<file path="src/rtl/vga_timing_pkg.sv">
// Shared raster constants and types for the VGA timing generator.
// Defaults describe 640x480@60 Hz from a 100 MHz system clock.
package vga_timing_pkg;

  localparam int CW      = 11;
  localparam int CNT_MAX = (1 << CW) - 1;

  typedef logic [CW-1:0] count_t;

  localparam int DEF_CLK_DIV  = 4;
  localparam int DEF_H_ACTIVE = 640;
  localparam int DEF_H_FP     = 16;
  localparam int DEF_H_SYNC   = 96;
  localparam int DEF_H_BP     = 48;
  localparam int DEF_V_ACTIVE = 480;
  localparam int DEF_V_FP     = 10;
  localparam int DEF_V_SYNC   = 2;
  localparam int DEF_V_BP     = 33;

  function automatic int axis_total(input int active, input int fp, input int sync,
                                    input int bp);
    return active + fp + sync + bp;
  endfunction

  localparam int DEF_H_TOTAL = axis_total(DEF_H_ACTIVE, DEF_H_FP, DEF_H_SYNC, DEF_H_BP);
  localparam int DEF_V_TOTAL = axis_total(DEF_V_ACTIVE, DEF_V_FP, DEF_V_SYNC, DEF_V_BP);

endpackage

</file>
<file path="src/rtl/vga_axis_counter.sv">
// One raster axis: wrapping position counter with registered sync decode.
// active_next reports whether the position after this edge lies in the visible region.
module vga_axis_counter
  import vga_timing_pkg::*;
#(
  parameter int ACTIVE   = DEF_H_ACTIVE,
  parameter int FP       = DEF_H_FP,
  parameter int SYNC     = DEF_H_SYNC,
  parameter int BP       = DEF_H_BP,
  parameter bit SYNC_POL = 1'b0
) (
  input  logic          clk,
  input  logic          reset_n,
  input  logic          advance,
  output logic [CW-1:0] count,
  output logic          at_end,
  output logic          active_next,
  output logic          sync
);

  localparam int     TOTAL    = axis_total(ACTIVE, FP, SYNC, BP);
  localparam count_t LAST     = count_t'(TOTAL - 1);
  localparam count_t ACT_END  = count_t'(ACTIVE);
  localparam count_t SYNC_BEG = count_t'(ACTIVE + FP);
  localparam count_t SYNC_END = count_t'(ACTIVE + FP + SYNC);

  if (TOTAL > CNT_MAX) begin : g_total_check
    $error("vga_axis_counter: axis total exceeds the 11-bit count range");
  end

  count_t count_nxt;
  count_t count_upd;
  logic   sync_nxt;

  assign at_end      = (count == LAST);
  assign count_nxt   = at_end ? '0 : count + count_t'(1);
  assign count_upd   = advance ? count_nxt : count;
  assign active_next = (count_upd < ACT_END);
  assign sync_nxt    = ((count_nxt >= SYNC_BEG) && (count_nxt < SYNC_END)) ? SYNC_POL : ~SYNC_POL;

  // sync is decoded from the incoming position so it never lags the count
  always_ff @(posedge clk or negedge reset_n) begin
    if (!reset_n) begin
      count <= '0;
      sync  <= ~SYNC_POL;
    end else if (advance) begin
      count <= count_nxt;
      sync  <= sync_nxt;
    end
  end

endmodule

</file>
<file path="src/rtl/vga_timing_gen.sv">
// Raster scan generator: pixel prescaler, H/V axis counters and aligned strobes.
// Every output is registered on the same edge that moves (hcount, vcount).
module vga_timing_gen
  import vga_timing_pkg::*;
#(
  parameter int CLK_DIV  = DEF_CLK_DIV,
  parameter int H_ACTIVE = DEF_H_ACTIVE,
  parameter int H_FP     = DEF_H_FP,
  parameter int H_SYNC   = DEF_H_SYNC,
  parameter int H_BP     = DEF_H_BP,
  parameter int V_ACTIVE = DEF_V_ACTIVE,
  parameter int V_FP     = DEF_V_FP,
  parameter int V_SYNC   = DEF_V_SYNC,
  parameter int V_BP     = DEF_V_BP,
  parameter bit SYNC_POL = 1'b0
) (
  input  logic          clk,
  input  logic          reset_n,
  input  logic          enable,
  output logic          pix_en,
  output logic [CW-1:0] hcount,
  output logic [CW-1:0] vcount,
  output logic          blank,
  output logic          hsync,
  output logic          vsync,
  output logic          line_start,
  output logic          frame_start
);

  localparam int            PW         = (CLK_DIV > 1) ? $clog2(CLK_DIV) : 1;
  localparam logic [PW-1:0] PRESC_LAST = PW'(CLK_DIV - 1);

  if (CLK_DIV < 1) begin : g_div_check
    $error("vga_timing_gen: CLK_DIV must be at least 1");
  end

  logic [PW-1:0] presc;
  logic          tick;
  logic          h_at_end;
  logic          v_at_end;
  logic          h_active_next;
  logic          v_active_next;

  assign tick = enable && (presc == PRESC_LAST);

  always_ff @(posedge clk or negedge reset_n) begin
    if (!reset_n) begin
      presc <= '0;
    end else if (enable) begin
      presc <= tick ? '0 : presc + PW'(1);
    end
  end

  vga_axis_counter #(
    .ACTIVE   (H_ACTIVE),
    .FP       (H_FP),
    .SYNC     (H_SYNC),
    .BP       (H_BP),
    .SYNC_POL (SYNC_POL)
  ) u_h_axis (
    .clk         (clk),
    .reset_n     (reset_n),
    .advance     (tick),
    .count       (hcount),
    .at_end      (h_at_end),
    .active_next (h_active_next),
    .sync        (hsync)
  );

  vga_axis_counter #(
    .ACTIVE   (V_ACTIVE),
    .FP       (V_FP),
    .SYNC     (V_SYNC),
    .BP       (V_BP),
    .SYNC_POL (SYNC_POL)
  ) u_v_axis (
    .clk         (clk),
    .reset_n     (reset_n),
    .advance     (tick && h_at_end),
    .count       (vcount),
    .at_end      (v_at_end),
    .active_next (v_active_next),
    .sync        (vsync)
  );

  // tick already carries enable, so strobes drop to 0 while frozen
  always_ff @(posedge clk or negedge reset_n) begin
    if (!reset_n) begin
      pix_en      <= 1'b0;
      line_start  <= 1'b0;
      frame_start <= 1'b0;
      blank       <= 1'b0;
    end else begin
      pix_en      <= tick;
      line_start  <= tick && h_at_end;
      frame_start <= tick && h_at_end && v_at_end;
      if (tick) begin
        blank <= ~(h_active_next && v_active_next);
      end
    end
  end

endmodule

</file>
<file path="config.mk">
export PLATFORM = sky130hd
export DESIGN_NAME = vga_timing_gen
export DESIGN_NICKNAME = d
export VERILOG_FILES = /design/src/rtl/vga_timing_pkg.sv /design/src/rtl/vga_axis_counter.sv /design/src/rtl/vga_timing_gen.sv
export SDC_FILE = /design/constraint.sdc
export NUM_CORES = 1
export LEC_CHECK = 0
export CAP_MARGIN = 15
export CORE_MARGIN = 5
export CORE_UTILIZATION = 30
export CTS_CLUSTER_SIZE = 28
export DETAILED_ROUTE_END_ITERATION = 16
export PLACE_DENSITY = 0.61
export SYNTH_ARGS = -nofsm -noshare
export SYNTH_HDL_FRONTEND = slang
export SYNTH_SLANG_ARGS = --single-unit
</file>
<file path="constraint.sdc">
create_clock -name clk -period 2.1 [get_ports clk]
set_input_delay 0.21 -clock clk [delete_from_list [all_inputs] [get_ports clk]]
set_output_delay 0.21 -clock clk [all_outputs]
set_load 0.005 [all_outputs]
</file>
---- Yosys cells after proc, flatten, opt, wreduce, memory -nomap -nowiden ----
Index checks and enable logic that the tools add are counted.
word-level totals
  bits in registers ....................... 30
  latch bits .............................. 0
  RAM bits ................................ 0
  ROM bits ................................ 0
  bits of input ports ..................... 3
  output and inout port bits .............. 28
  logic and storage cells ................. 35
  memories kept ........................... 0
cells by class
  add/sub/neg operators ................... 3
  multipliers ............................. 0
  divide/modulo/power cells ............... 0
  order comparisons ....................... 6
  equal/unequal tests ..................... 3
  shifts and indexed selects .............. 0
  muxes and demuxes ....................... 7
  bitwise gates (word level) .............. 1
  reductions and logical operators ........ 6
operators by type and width
  cell                     number
  $mux W11                 4
  $add A11 B1 Y11 const B  2
  $eq A11 B10 Y1 const B   2
  $lt A11 B10 Y1 const B   2
  $lt A11 B9 Y1 const B    2
  $ge A11 B10 Y1 const B   1
  $ge A11 B9 Y1 const B    1
  $logic_and A1 B1 Y1      6
  $add A2 B1 Y2 const B    1
  $eq A2 B2 Y1 const B     1
  $mux W1                  2
  $mux W2                  1
  $not A1 Y1               1

---- Depth between registers and ports, before layout ----
Gate-level depths: netlist (run 1).
  depth after elaboration ................. 7
  gate-level depth with buffers ........... 9
  mapped depth without buffers ............ 8

---- Modules after synthesis ----
A second synthesis (run 1) with hierarchy kept.
unflattened totals
  cells, all modules ...................... 204
  area, all modules ....................... 1888.1 µm²
by module, submodules not included
  module                       instances  cells each  area each (µm²)  seq. area each (µm²)
  vga_axis_counter (u_v_axis)  1          102         885.8            301.5
  vga_axis_counter (u_h_axis)  1          87          783.3            301.5
  vga_timing_gen               1          15          219.0            150.1

---- Worst setup path after synthesis (run 1) ----
OpenSTA, ideal clock, no wires.
  path kind ............................... register to register
  from .................................... reg u_h_axis.count[0]
  to ...................................... reg blank
  library setup time ...................... 0.126 ns
  arrival ................................. 1.912 ns
  data required time ...................... 1.974 ns
  setup slack ............................. 0.062 ns
  cell stages (with the launch flop) ...... 7
  path buffers ............................ 0
  period minus slack after synthesis ...... 2.038 ns
  cells stage by stage .................... dfrtp_1 -> ha_1 -> nand4_1 -> or2_1 -> a311o_1 -> o2bb2ai_1 -> o32a_1
between the ends
  word-level cells in the longest chain between the ends .. 6
  elaborated cells on any way between the ends .. 10
  classes of those cells .................. add/sub (1); order compare (2); eq/ne (1); mux (3); bitwise (1); reduce/logical (2)
RTL lines
  what                                                      RTL line                                        RTL
  from (decl)                                               vga_axis_counter.sv:15                          output logic [CW-1:0] count,
  from (signal assigned)                                    vga_axis_counter.sv:47                          count <= count_nxt;
  $add A11 B1 Y11 / $eq A11 B10 Y1 (equally long branches)  vga_axis_counter.sv:36, vga_axis_counter.sv:35
  $mux W11 / $logic_and A1 B1 Y1 (equally long branches)    vga_axis_counter.sv:36, vga_timing_gen.sv:79
  $mux W11, on equally long branches                        n/a
  $lt A11 B10 Y1 / $lt A11 B9 Y1 (equally long branches)    vga_axis_counter.sv:38                          assign active_next = (count_upd < ACT_END);
  $logic_and A1 B1 Y1 (*)                                   vga_timing_gen.sv:98                            blank <= ~(h_active_next && v_active_next);
  $not A1 Y1 (*)                                            vga_timing_gen.sv:98
  to (signal assigned)                                      vga_timing_gen.sv:98
  to (decl)                                                 vga_timing_gen.sv:23                            output logic blank,
Mark *: on every way between the ends. The rest lies on a longest branch, timed or not.
A chain may end at the register's enable or synchronous reset.

---- Worst setup path in the final report (run 1) ----
  from .................................... reg u_v_axis.count[1]
  to ...................................... reg blank
between the ends
  word-level cells in the longest chain between the ends .. 6
  elaborated cells on any way between the ends .. 7
  classes of those cells .................. add/sub (1); order compare (1); eq/ne (1); mux (2); bitwise (1); reduce/logical (1)
RTL lines
  what                                                      RTL line                                        RTL
  from (decl)                                               vga_axis_counter.sv:15
  from (signal assigned)                                    vga_axis_counter.sv:47
  $add A11 B1 Y11 / $eq A11 B10 Y1 (equally long branches)  vga_axis_counter.sv:36, vga_axis_counter.sv:35
  $mux W11                                                  vga_axis_counter.sv:36                          assign count_nxt = at_end ? '0 : count + count_t'(1);
  $mux W11 (*)                                              n/a
  $lt A11 B9 Y1 (*)                                         vga_axis_counter.sv:38
  $logic_and A1 B1 Y1 (*)                                   vga_timing_gen.sv:98
  $not A1 Y1 (*)                                            vga_timing_gen.sv:98
Marked as above.

==> results of run 1 <==
## layout make-up
cell class	instances	area [µm²]
fillers	590	3390
multi-input cells	162	1030
flip-flops and latches	30	756
repair buffers	65	563
clock buffers	8	110
well taps	75	93.8
inverters	5	18.8
## cell families after synthesis
family                   count (synthesis)  share of synthesized area [%]
adder cells (fa/ha/maj)                  5                           3.38
buffers and inverters                   21                           5.41
AO/OA/AOI/OAI                           59                           20.1
multiplexers                             4                           2.30
flip-flops                              30                           40.7
AND/OR/NAND/NOR                         86                           24.3
XOR/XNOR                                 8                           3.79
## state kept, by name (all words and copies together), names as in the netlist
name / cells
u_h_axis.sync: 1
u_h_axis.count: 11
u_v_axis.sync: 1
frame_start: 1
u_v_axis.count: 11
pix_en: 1
blank: 1
line_start: 1
presc: 2
## worst paths after layout
kind                                    from             to  slack [ps]
setup / recovery           u_v_axis.count[1]          blank         140
hold / removal                       reset_n       presc[0]         310
setup reg to reg           u_v_axis.count[1]          blank         140
hold reg to reg                     presc[0]       presc[0]         490
max in group asynchronous            reset_n  u_v_axis.sync        1460
min in group clk                    presc[0]       presc[0]         490
## per-stage QoR
step                      cell area (µm²)  utilization, %  hold slack, ps  TNS [ps]  worst slack [ps]
after detailed placement             2390            40.1             485         0              23.2
after floorplan                      1850               -           -85.6         0              61.5
after global routing                 2570            43.2             380     -2.91             -2.91
after CTS                            2500            42.0             328         0              74.2
final                                2570            43.2             312         0               141
after global placement               2390            40.1             466         0              30.5
## power by group through the flow
| stage | Sequential [mW] | Clock [mW] | Combinational (mW) |
|---|---|---|---|
| after CTS | 0.720 | 0.578 | 0.333 |
| after global placement | 0.727 | 0 | 0.326 |
| after floorplan | 0.720 | 0 | 0.147 |
| final | 0.726 | 0.560 | 0.330 |
| after detailed placement | 0.730 | 0 | 0.331 |
| after global routing | 0.737 | 0.598 | 0.375 |
## cells in the mapped netlist, types with 2 or more instances
master	number
o31ai_1	5
nand2b_1	2
o21ai_0	22
mux2_2	2
nand3_1	13
and3_1	2
nor3_1	9
nand4_1	4
xnor2_1	4
nor2_1	18
and2_1	3
dfstp_2	2
a31oi_1	9
a21oi_1	8
clkbuf_2	2
dfrtp_1	28
ha_1	5
nand2_1	24
mux2i_1	2
xor2_1	4
buf_2	6
clkbuf_1	6
and4_1	2
a221o_1	2
inv_1	4
## per-layer routing
metal	wire length (µm)	track usage, %
met5	0	0
met3	310	2.61
met4	86	5.36
met1	2290	18.7
met2	2420	22.1
## timing repair
item                                    in CTS  in global routing
endpoints found under the hold margin        0                  0
setup buffers                                0                  5
endpoints found under the setup margin       0                  2
gates resized for setup                      0                  9
==> results.yml, run 1 <==
run_status:
  run_status: "finished clean"
final_layout:
  layout_common_cells: "buf_4, clkdlybuf4s50_1, dfrtp_1"
  drive_gt1_share_pct: 21.1
  n_antenna_cell: 0
  final_common_cell: "buf_4"
  area_delta_synth_final_pct: 38.9
  finalNonFillerCells: 345
  nNetsFinal: 277
sta:
  hold_violations: 0
  fmax_mhz: 510
  post-route-period-util_pct: 93.3
  final-max-slew-violation-count: 0
  worst_slew_pin_slew_ps: 422
  period_needed_ps: 1960
  skew_ps: 3.40
  relSlewSlack_pct: 71.9
  setup_viol: 0
global_routing:
  antenna_found_initial: 0
  grt_max_degree: 31
  grt_use_total_pct: 13.9
  grt_pass1_vias: 1715
  grt_pass1_wl_um: 8450
  grt.overflow.total: 0
worst_hold_path:
  hold_path.class: "in2async"
routing:
  first_pass_iters: 4
  antenna_left: 0
  vias_per_cell: 5.20
  drt-total-wl_um: 5110
  drtIter0Drc: 143
  wl_per_cell_um: 14.8
  route.detailed.drc: 0
  vias: 1795
die:
  die-area_mm2: 0.00784
  num_rows: 28
  pin_count: 31
  core_area_mm2: 0.00596
  die_h_um: 88.5
  floorplan.initialDensity_pct: 31.1
  die_w_um: 88.5
critical_path:
  cp_top_family: "simple AND/OR/NAND/NOR gates"
  crit_slowest_cell: "dfrtp_1"
  critical_path_class: "reg2reg"
  critPathBufInv: 1
  critical_path_required_ps: 2330
  end_kind: "flip-flop"
  crit_path_max_incr_delay_ps: 380
  path_max_fanout: 7
  reg2reg_depth: 8
  cp.depth: 8
  crit_arrival_ps: 2190
  path_cells: "buf_4 -> ha_1 -> and4_1 -> nand2_1 -> o311ai_0 -> o21ai_0 -> nor3_1 -> o32a_1"
  cp-start-kind: "flip-flop"
logic_synthesis:
  syn_nets: 221
  async_flop_share_pct: 100
  yosysTopAreaCellShare_pct: 37.9
  synth_area_mm2: 0.00185
  synth_cells: 213
  yosysWarningCount: 0
  synth_seq_cells: 30
  synth_edf_count: 0
  synth_cell_types: 50
  ys.flop_type: "dfrtp_1"
  synth_seq_area_share_pct: 40.7
  syn_avg_cell_area_um2: 8.69
  synth_top_area_cell: "dfrtp_1"
  synth.area.top_cells: "dfrtp_1, o21ai_0, nand2_1, nor2_1, nand3_1"
placement:
  gp_congestion: 0.836
  portBuffers: 30
  dpl.hpwl_um: 3730
  numPlacedInstances: 332
power:
  seqPwrFrac_pct: 44.9
  power_frac_comb_pct: 20.4
  swShare_pct: 27.8
  p_clk_share_pct: 34.7
  leakage_nw: 1.04
  peakVddDrop_v: 0.000268
  p_total_mw: 1.62
  switching_power_mw: 0.449
  intPower_mw: 1.17
  power_density_mw_per_mm2: 629
clock_tree:
  cts_max_path_buffers: 2
  cts_tree: "built"
  cts_sinks: 30
  clockRootBuffer: "clkbuf_8"
  cts_hold_buf: 0
  cts_inserted_buffers: 5
  htree_levels: 2
  clock_latency_ps: 290
  clk_pin_slew_worst_paths_ps: 70
flow_run:
  maxCapViolCount: 0
Note: power is estimated with default switching activity, not from simulation.
==> run 2, diff against run 1 <==
--- a/config.mk
+++ b/config.mk
@@ -8,7 +8,6 @@
 export CAP_MARGIN = 15
 export CORE_MARGIN = 5
 export CORE_UTILIZATION = 30
-export CTS_CLUSTER_SIZE = 28
 export DETAILED_ROUTE_END_ITERATION = 16
 export PLACE_DENSITY = 0.61
 export SYNTH_ARGS = -nofsm -noshare
==> results of run 2 <==
No change in the layout: final DEF, timing and power equal those of run 1.
